<file path="src/rtl/tile_load_engine.sv">
// -----------------------------------------------------------------------------
// tile_load_engine
//
// Shared load unit for LOAD_V and LOAD_M. It fetches one element at a time
// from the unified memory port and packs the elements into zero-padded,
// row-aligned tiles for the buffer controller. Matrix rows may be strided.
// The tile output has ready/valid backpressure. A command can be aborted; an
// abort that lands while a read is in flight waits for that read to return.
//
// Ports
//   clk, rst           clock, synchronous active-high reset
//   start              one-cycle command strobe (only looked at in IDLE)
//   opcode             0x01 = LOAD_V, 0x02 = LOAD_M
//   dest_buffer_id     target buffer, echoed on tile_buffer_id
//   length_or_cols     vector length / matrix columns
//   rows               matrix rows (LOAD_V always uses one row)
//   row_stride         byte distance between row starts, 0 = dense
//   addr               base address
//   abort              cancel the current command
//   busy/done/error    status; error is only meaningful with done
//   mem_req/mem_addr   one-cycle read request
//   mem_rdata/mem_valid read return
//   tile_valid/tile_ready/tile_data/tile_buffer_id/tile_last  tile output
// -----------------------------------------------------------------------------
module tile_load_engine #(
    parameter int DATA_WIDTH = 8,
    parameter int TILE_WIDTH = 256,
    parameter int TILE_ELEMS = TILE_WIDTH / DATA_WIDTH,
    parameter int ADDR_WIDTH = 24
) (
    input  logic                  clk,
    input  logic                  rst,
    input  logic                  start,
    input  logic [4:0]            opcode,
    input  logic [4:0]            dest_buffer_id,
    input  logic [9:0]            length_or_cols,
    input  logic [9:0]            rows,
    input  logic [ADDR_WIDTH-1:0] row_stride,
    input  logic [ADDR_WIDTH-1:0] addr,
    input  logic                  abort,
    output logic                  busy,
    output logic                  done,
    output logic                  error,
    output logic                  mem_req,
    output logic [ADDR_WIDTH-1:0] mem_addr,
    input  logic [DATA_WIDTH-1:0] mem_rdata,
    input  logic                  mem_valid,
    output logic                  tile_valid,
    input  logic                  tile_ready,
    output logic [TILE_WIDTH-1:0] tile_data,
    output logic [4:0]            tile_buffer_id,
    output logic                  tile_last
);

    localparam logic [2:0] S_IDLE       = 3'd0;
    localparam logic [2:0] S_FETCH_REQ  = 3'd1;
    localparam logic [2:0] S_FETCH_WAIT = 3'd2;
    localparam logic [2:0] S_EMIT       = 3'd3;
    localparam logic [2:0] S_DRAIN      = 3'd4;
    localparam logic [2:0] S_DONE       = 3'd5;

    localparam logic [4:0] OP_LOAD_V = 5'h01;
    localparam logic [4:0] OP_LOAD_M = 5'h02;

    localparam int SLOT_W = (TILE_ELEMS > 1) ? $clog2(TILE_ELEMS) : 1;

    logic [2:0]            r_state;
    logic                  r_error;
    logic [9:0]            r_cols;
    logic [9:0]            r_rows;
    logic [9:0]            r_row;
    logic [9:0]            r_col;
    logic [SLOT_W-1:0]     r_slot;
    logic [ADDR_WIDTH-1:0] r_stride;
    logic [ADDR_WIDTH-1:0] r_row_base;
    logic [4:0]            r_buf_id;

    logic w_reject;
    logic w_row_done;
    logic w_is_last;
    logic w_fill_done;
    logic w_tile_clear;
    logic w_slot_write;

    assign w_reject = !((opcode == OP_LOAD_V) || (opcode == OP_LOAD_M))
                      || (length_or_cols == 10'd0)
                      || ((opcode == OP_LOAD_M) && (rows == 10'd0));

    // In EMIT, r_col has already been advanced past the last fetched element,
    // so "row finished" means it has reached the column count.
    assign w_row_done = (r_col == r_cols);
    assign w_is_last  = w_row_done && (r_row == r_rows - 10'd1);

    // Checked against the pre-increment slot/column of the element arriving now.
    assign w_fill_done = (r_slot == SLOT_W'(TILE_ELEMS - 1))
                         || (r_col == r_cols - 10'd1);

    // The tile is wiped whenever a fresh one begins, so padding slots read zero.
    assign w_tile_clear = ((r_state == S_IDLE) && start && !w_reject)
                          || ((r_state == S_EMIT) && tile_ready && !abort && !w_is_last);

    assign w_slot_write = (r_state == S_FETCH_WAIT) && mem_valid && !abort;

    // One register per slot; each only ever loads from the memory return.
    genvar gi;
    generate
        for (gi = 0; gi < TILE_ELEMS; gi++) begin : g_slot
            logic [DATA_WIDTH-1:0] r_elem;
            always_ff @(posedge clk) begin
                if (rst || w_tile_clear) begin
                    r_elem <= '0;
                end else if (w_slot_write && (r_slot == SLOT_W'(gi))) begin
                    r_elem <= mem_rdata;
                end
            end
            assign tile_data[gi*DATA_WIDTH +: DATA_WIDTH] = r_elem;
        end
    endgenerate

    always_ff @(posedge clk) begin
        if (rst) begin
            r_state    <= S_IDLE;
            r_error    <= 1'b0;
            r_cols     <= '0;
            r_rows     <= '0;
            r_row      <= '0;
            r_col      <= '0;
            r_slot     <= '0;
            r_stride   <= '0;
            r_row_base <= '0;
            r_buf_id   <= '0;
        end else begin
            case (r_state)
                S_IDLE: begin
                    if (start) begin
                        if (w_reject) begin
                            r_error <= 1'b1;
                            r_state <= S_DONE;
                        end else begin
                            r_error    <= 1'b0;
                            r_buf_id   <= dest_buffer_id;
                            r_cols     <= length_or_cols;
                            r_rows     <= (opcode == OP_LOAD_M) ? rows : 10'd1;
                            // Zero stride means rows are packed back to back.
                            r_stride   <= ((opcode == OP_LOAD_M) && (row_stride != '0))
                                          ? row_stride : ADDR_WIDTH'(length_or_cols);
                            r_row      <= '0;
                            r_col      <= '0;
                            r_slot     <= '0;
                            r_row_base <= addr;
                            r_state    <= S_FETCH_REQ;
                        end
                    end
                end
                S_FETCH_REQ: begin
                    r_state <= abort ? S_IDLE : S_FETCH_WAIT;
                end
                S_FETCH_WAIT: begin
                    if (abort) begin
                        // If the read returns in the abort cycle there is nothing to drain.
                        r_state <= mem_valid ? S_IDLE : S_DRAIN;
                    end else if (mem_valid) begin
                        r_col   <= r_col + 10'd1;
                        r_slot  <= r_slot + SLOT_W'(1);
                        r_state <= w_fill_done ? S_EMIT : S_FETCH_REQ;
                    end
                end
                S_EMIT: begin
                    if (abort) begin
                        r_state <= S_IDLE;
                    end else if (tile_ready) begin
                        if (w_is_last) begin
                            r_state <= S_DONE;
                        end else begin
                            if (w_row_done) begin
                                r_row_base <= r_row_base + r_stride;
                                r_row      <= r_row + 10'd1;
                                r_col      <= '0;
                            end
                            r_slot  <= '0;
                            r_state <= S_FETCH_REQ;
                        end
                    end
                end
                S_DRAIN: begin
                    if (mem_valid) begin
                        r_state <= S_IDLE;
                    end
                end
                S_DONE: begin
                    r_state <= S_IDLE;
                end
                default: begin
                    r_state <= S_IDLE;
                end
            endcase
        end
    end

    assign busy           = (r_state != S_IDLE);
    assign done           = (r_state == S_DONE);
    assign error          = done && r_error;
    // Gating with abort/rst keeps a cancelled request off the bus entirely.
    assign mem_req        = (r_state == S_FETCH_REQ) && !abort && !rst;
    assign mem_addr       = r_row_base + ADDR_WIDTH'(r_col);
    assign tile_valid     = (r_state == S_EMIT) && !abort;
    assign tile_last      = tile_valid && w_is_last;
    assign tile_buffer_id = r_buf_id;

endmodule

</file>
<file path="config.mk">
export PLATFORM = sky130hd
export DESIGN_NAME = tile_load_engine
export DESIGN_NICKNAME = d
export VERILOG_FILES = /design/src/rtl/tile_load_engine.sv
export SDC_FILE = /design/constraint.sdc
export NUM_CORES = 1
export LEC_CHECK = 0
export ABC_AREA = 1
export BUFFER_PORTS_ARGS = -buffer_cell sky130_fd_sc_hd__buf_2
export CORE_UTILIZATION = 35
export CTS_CLUSTER_SIZE = 30
export DETAILED_ROUTE_END_ITERATION = 8
export GPL_ROUTABILITY_DRIVEN = 0
export SLEW_MARGIN = 25
export SYNTH_ARGS = -nofsm -noshare
export SYNTH_HDL_FRONTEND = slang
export SYNTH_SLANG_ARGS = --single-unit
</file>
<file path="constraint.sdc">
create_clock -name clk -period 2.21 [get_ports clk]
set_input_delay 0.3315 -clock clk [delete_from_list [all_inputs] [get_ports clk]]
set_output_delay 0.3315 -clock clk [all_outputs]
set_load 0.1 [all_outputs]
</file>
* Word-level counts from Yosys, hierarchy flattened
Index checks and enable logic that the tools add are counted.
Word-level totals: register bits 358, latch bits 0, bits in writable memories 0, bits in read-only memories 0, input bits 92, output and inout port bits 291, memories 0
Cells by class: add/sub/neg operators 7, multiply operators 0, divide/modulo/power cells 0, $lt $le $gt $ge 0, equality and inequality tests 52, shifts and indexed selects 0, muxes and demuxes 44, bitwise operators 1, reductions and logical operators 72
Operators by type and width (number):
- 2-to-1 mux 24 bit | 7
- 2-to-1 mux 10 bit | 13
- == test 5 bit (second input constant) | 16
- case mux 24 bit (2 select lines) | 1
- logical AND 1 bit | 47
- == test 5 x 4 -> 1 bit (second input constant) | 8
- 2-to-1 mux 5 bit | 7
- == test 10 bit | 3
- case mux 10 bit (3 select lines) | 1
- 2-to-1 mux 3 bit | 9
- adder 24 x 10 -> 24 bit | 1
- adder 24 bit | 1
- nonzero test 24 bit | 1
- adder 10 x 1 -> 10 bit (second input constant) | 2
- == test 5 x 3 -> 1 bit (second input constant) | 4
- logical NOT 10 bit | 2
- case mux 10 bit (2 select lines) | 1
- subtractor 10 x 1 -> 10 bit (second input constant) | 2
- != test 2 bit (second input constant) | 9
- == test 5 x 2 -> 1 bit (second input constant) | 3
- case mux 3 bit (5 select lines) | 1
- case mux 5 bit (3 select lines) | 1
- == test 5 x 1 -> 1 bit (second input constant) | 2
- AND reduction 9 bit | 1
- other kinds (19) | 33

* Longest topological paths before layout
depth in word-level cells 9, gate-level depth with buffers 18

* Least setup slack after synthesis
No wires, ideal clock.
path type register to register, from register r_state[1], to register r_state[2], library setup time 70 ps, data arrival time 3868 ps, required time 2140 ps, path slack -1729 ps, stages on the path, launching flop included 9, cells stage by stage dfxtp_1 > nand2_2 > nor2_4 > inv_2 > nor2_1 > inv_1 > nor2_1 > o21ai_0 > a21oi_1
On the way: cells in the longest elaborated chain, start to end 3
Ends and longest elaborated chain:
- start, declared | line 67 | logic [2:0] r_state;
- start signal, assigned | line 156 | r_state <= abort ? S_IDLE : S_FETCH_WAIT;
- start signal, assigned | line 161 | r_state <= mem_valid ? S_IDLE : S_DRAIN;
- start signal, assigned | line 165 | r_state <= w_fill_done ? S_EMIT : S_FETCH_REQ;
- == test 3 x 2 -> 1 bit (tied with other cells) | line 133 | case (r_state)
- != test 3 bit (no line) or != test 2 bit (tied branches)
- AND reduction 4 bit (no line)
Parallel ways exist; a longest one is shown, timed or not. A chain may end at the register's enable or synchronous reset.

* Final worst setup path
from register r_col[5], to output port mem_addr[22]
On the way: cells in the longest elaborated chain, start to end 1
Ends and longest elaborated chain:
- start, declared | line 72 | logic [9:0] r_col;
- start signal, assigned | line 163 | r_col <= r_col + 10'd1;
- adder 24 x 10 -> 24 bit | line 205 | assign mem_addr = r_row_base + ADDR_WIDTH'(r_col);
- end, declared | line 45 | output logic [ADDR_WIDTH-1:0] mem_addr,
No other way between the ends.

==> results.py <==
metrics = {
    "status": {
        "status": "complete, but fails checks",
        "failing_checks": "setup timing",
    },
    "floorplanning": {
        "fp.dieArea_mm2": 0.0507,
        "fp.coreArea_mm2": 0.0491,
        "io_pins": 383,
        "dieHeight_um": 225,
        "initial_utilization_pct": 35.5,
        "die_width_um": 225,
        "rows": 81,
    },
    "clocking": {
        "clkTransAtPathRegs_ps": 60,
        "cts_inserted_buffers": 42,
        "clock_tree_from_tritoncts": "yes",
        "clk_latency_ps": 570,
        "h-tree-depth": 2,
        "clock_tree.root_cell": "sky130_fd_sc_hd__clkbuf_16",
        "cts-root-to-sink-buffers": 3,
        "clock_sink_count": 358,
    },
    "yosys": {
        "yosys_warnings": 0,
        "ys_seq_area_share_pct": 41.1,
        "ys_ff_latch": 358,
        "syn_area_mm2": 0.0174,
        "synth_ff_type": "sky130_fd_sc_hd__dfxtp_1",
        "synth.avg_cell_area_um2": 7.27,
        "count_of_flip_flops_with_a_built_in_enable_after_synthesis": 0,
        "synth_fp_nets": 2534,
        "synthDistinctLibCells": 52,
        "postSynthCellCount": 2397,
        "synth_async_sr_flop_share_pct": 0,
    },
    "power_and_ir_drop": {
        "power-per-cell-area_mw_per_mm2": 856,
        "max-vdd-ir-drop_v": 0.000592,
        "post-layout-total-power_w": 0.0235,
        "power.internal_w": 0.0148,
        "switching_share_pct": 36.8,
        "comb_power_share_pct": 40.8,
        "seq_power_share_pct": 29.1,
        "p_leak_nw": 11.2,
        "p_switching_w": 0.00864,
        "power.share.clock_pct": 30.1,
    },
    "setup_path": {
        "crit_chain": "ha_4 > a21o_1 > inv_2 > o21ai_2 > nand2_1 > o211ai_1 > nor2_2 > nor2_4 > nand2_2 > nor2_4 > nand2_4 > xnor2_4 > buf_12",
        "start_kind": "flip-flop",
        "path_delay_family": "simple AND/OR/NAND/NOR gates",
        "cp_data_required_time_ps": 1880,
        "crit_type": "reg -> out",
        "worst_reg_to_reg_setup_slack_ps": -300,
        "endpoint_kind": "primary output",
        "arrival_ps": 2620,
        "timing.critical_path.slowest_cell_delay_ps": 350,
        "critical-path-top-cell-by-count": "sky130_fd_sc_hd__nor2_4",
        "timing.critical_path.buf_inv": 2,
        "crit_path_max_fanout": 4,
        "crit_slowest_cell": "sky130_fd_sc_hd__dfxtp_4",
    },
    "global_route": {
        "global_route.usage.met1_pct": 31.4,
        "met2_usage_pct": 40.4,
        "grt-busiest-layer": "met2",
        "congestion_overflow_gr": 0,
        "grt_pass1_wl_um": 98100,
        "initial_antenna_violation_count": 1,
        "grt_start_max_net_pins": 74,
        "grt_pass1_vias": 17900,
        "grt_util_all_layers_pct": 24.4,
        "globalRouteMet3Util_pct": 4.63,
    },
    "routing": {
        "num_vias": 19400,
        "wirelength_um": 69400,
        "count_of_unresolved_drc_violations_after_routing": 0,
        "drt_first_iter_violations": 1350,
        "post_drt_via_cell_ratio": 5.23,
        "ant_nets": 0,
        "drtPass1Iterations": 6,
        "drt_wl_cell_um": 18.7,
    },
    "timing": {
        "post_route_fraction_of_the_period_consumed_by_the_critical_path_pct": 133,
        "drv_slew": 0,
        "clock.fmax_mhz": 339,
        "worst_slack_ps": -739,
        "worst_hold_slack_ps": 34.6,
        "fin_skew_ps": 24.2,
        "final_hold_viol_count": 0,
        "post-route-min-period_ps": 2950,
        "finalSetupViolations": 327,
        "tightest_slew_ps": 1120,
        "maxSlewHeadroom_pct": 25.4,
        "grt_setup_unrepaired": "yes",
    },
    "finish": {
        "final_core_util_pct": 55.9,
        "final_design_area_no_fill_mm2": 0.0274,
        "antennaDiodeCount": 0,
        "final_layout_size_suffix_gt1_share_pct": 43.7,
        "layout.nets": 3151,
        "area_growth_syn_to_layout_pct": 57.3,
    },
    "flow_run": {
        "timing.max_cap.violations": 0,
    },
    "placement": {
        "placement.io_buffers": 382,
        "post-dp-hpwl_um": 44800,
        "place_area_mm2": 0.0222,
        "dpl_worst_slack_ps": -334,
    },
    "hold_path": {
        "hold_path_class": "in -> reg",
    },
}
-- placed cells by master, fill, tap and decap left out, types with 47 or more instances in the layout --
cell type,n
sky130_fd_sc_hd__nand4_1,51
sky130_fd_sc_hd__buf_12,47
sky130_fd_sc_hd__dfxtp_1,333
sky130_fd_sc_hd__o21ai_0,83
sky130_fd_sc_hd__inv_1,130
sky130_fd_sc_hd__nand2_1,510
sky130_fd_sc_hd__a21oi_2,249
sky130_fd_sc_hd__buf_4,200
sky130_fd_sc_hd__buf_2,357
sky130_fd_sc_hd__nor2_4,61
sky130_fd_sc_hd__nand3_1,235
sky130_fd_sc_hd__buf_6,47
sky130_fd_sc_hd__clkbuf_16,59
sky130_fd_sc_hd__nor2_1,106
sky130_fd_sc_hd__nand2_2,48
-- flip-flops by register name (all words and copies together), names as in the netlist, 10 cells and up --
name,cells
g_slot.r_elem,256
r_row_base,24
r_stride,24
r_col,10
r_cols,10
r_row,10
r_rows,10
-- worst register-to-register path, delay by kind of cell, from the launching register on --
| kind | cells | cell delay [ps] |
|---|---|---|
| flip-flops | 1 | 320 |
| buffers and inverters | 7 | 900 |
| AO/OA/AOI/OAI | 1 | 110 |
| AND/OR/NAND/NOR | 9 | 1130 |
-- metrics by stage --
stage / setup TNS, ps / cells
5_1_grt: -115010 / 3709
3_3_place_gp: -8200 / 3526
6_report: -68940 / 3709
3_5_place_dp: -32460 / 3526
2_1_floorplan: -4660 / 2397
4_1_cts: -43800 / 3658
-- cells by family (layout without fill, tap and decap cells) --
group           after synthesis  count (layout)  share of synthesized area (%)
flops                       358             358                           41.1
compound gates              443             443                           13.2
simple gates               1170            1175                           29.9
xor+xnor                     59              59                           2.96
fa+ha+maj                    45              45                           3.32
mux                          40              40                           2.30
buf+inv                     282             925                           7.27
-- Yosys cell counts (4+ instances only) --
library cell               number  area, um2
sky130_fd_sc_hd__a21oi_1      304       1520
sky130_fd_sc_hd__o21bai_1       5       37.5
sky130_fd_sc_hd__a21o_1         4       30.0
sky130_fd_sc_hd__o22ai_1       16        100
sky130_fd_sc_hd__inv_1        146        548
sky130_fd_sc_hd__nand3_1      242       1210
sky130_fd_sc_hd__nor3_1        20        100
sky130_fd_sc_hd__buf_2         30        150
sky130_fd_sc_hd__or2_0          9       56.3
sky130_fd_sc_hd__ha_1          43        538
sky130_fd_sc_hd__mux2i_1       40        400
sky130_fd_sc_hd__dfxtp_1      358       7170
sky130_fd_sc_hd__buf_1         12       45.0
sky130_fd_sc_hd__or2_2         42        263
sky130_fd_sc_hd__buf_4          5       37.5
sky130_fd_sc_hd__nand2_1      585       2200
sky130_fd_sc_hd__xnor2_1       16        140
sky130_fd_sc_hd__clkbuf_1      58        218
sky130_fd_sc_hd__nor2_1       181        679
sky130_fd_sc_hd__nand4_1       51        319
sky130_fd_sc_hd__inv_2          9       33.8
sky130_fd_sc_hd__buf_6         20        225
sky130_fd_sc_hd__nand3b_1       5       37.5
sky130_fd_sc_hd__nor4_1         6       37.5
sky130_fd_sc_hd__o21ai_0       93        465
sky130_fd_sc_hd__xor2_1        43        377
sky130_fd_sc_hd__o21ai_1        8       40.0
sky130_fd_sc_hd__nor2_2         4       25.0
-- repair_timing --
item,CTS,global route
gates resized for setup,144,503
cloned,13,28
hold buffers,7,0
endpoints found under the setup margin,325,331
buffers inserted,45,38
hold endpoints to repair,7,0
pin swaps,72,92
-- per-layer routing --
| metal | up-vias | share of wire (%) |
|---|---|---|
| li1 | 9229 | - |
| met1 | 9251 | 42 |
| met2 | 729 | 47 |
| met3 | 180 | 6.7 |
| met4 | 0 | 3.9 |
| met5 | - | 0 |
-- final cells by class --
type                            count  area [um2]
Timing Repair Buffer              694        5680
Tap cell                          664         831
Inverter                          156         596
Multi-Input combinational cell   1762       11700
Clock buffer                       61        1200
Clock inverter                     14         185
Fill cell                        4375       21600
Sequential cell                   358        7210
-- final timing paths --
kind	start	to	cells after the start
min reg2reg	tile_buffer_id[3]	tile_buffer_id[3]	2
max reg2reg	r_col[1]	g_slot[1].r_elem[7]	17
min	dest_buffer_id[2]	tile_buffer_id[2]	3
max	r_col[5]	mem_addr[22]	13
-- power groups by stage --
stage / registers, W / clock network [W] / logic (W)
2_1_floorplan: 0.00699 / 0 / 0.00366
3_3_place_gp: 0.00694 / 0 / 0.00569
3_5_place_dp: 0.00695 / 0 / 0.00576
4_1_cts: 0.00682 / 0.00719 / 0.00727
5_1_grt: 0.00683 / 0.00745 / 0.0100
6_report: 0.00682 / 0.00707 / 0.00958
(Power assumes the default switching activity.)
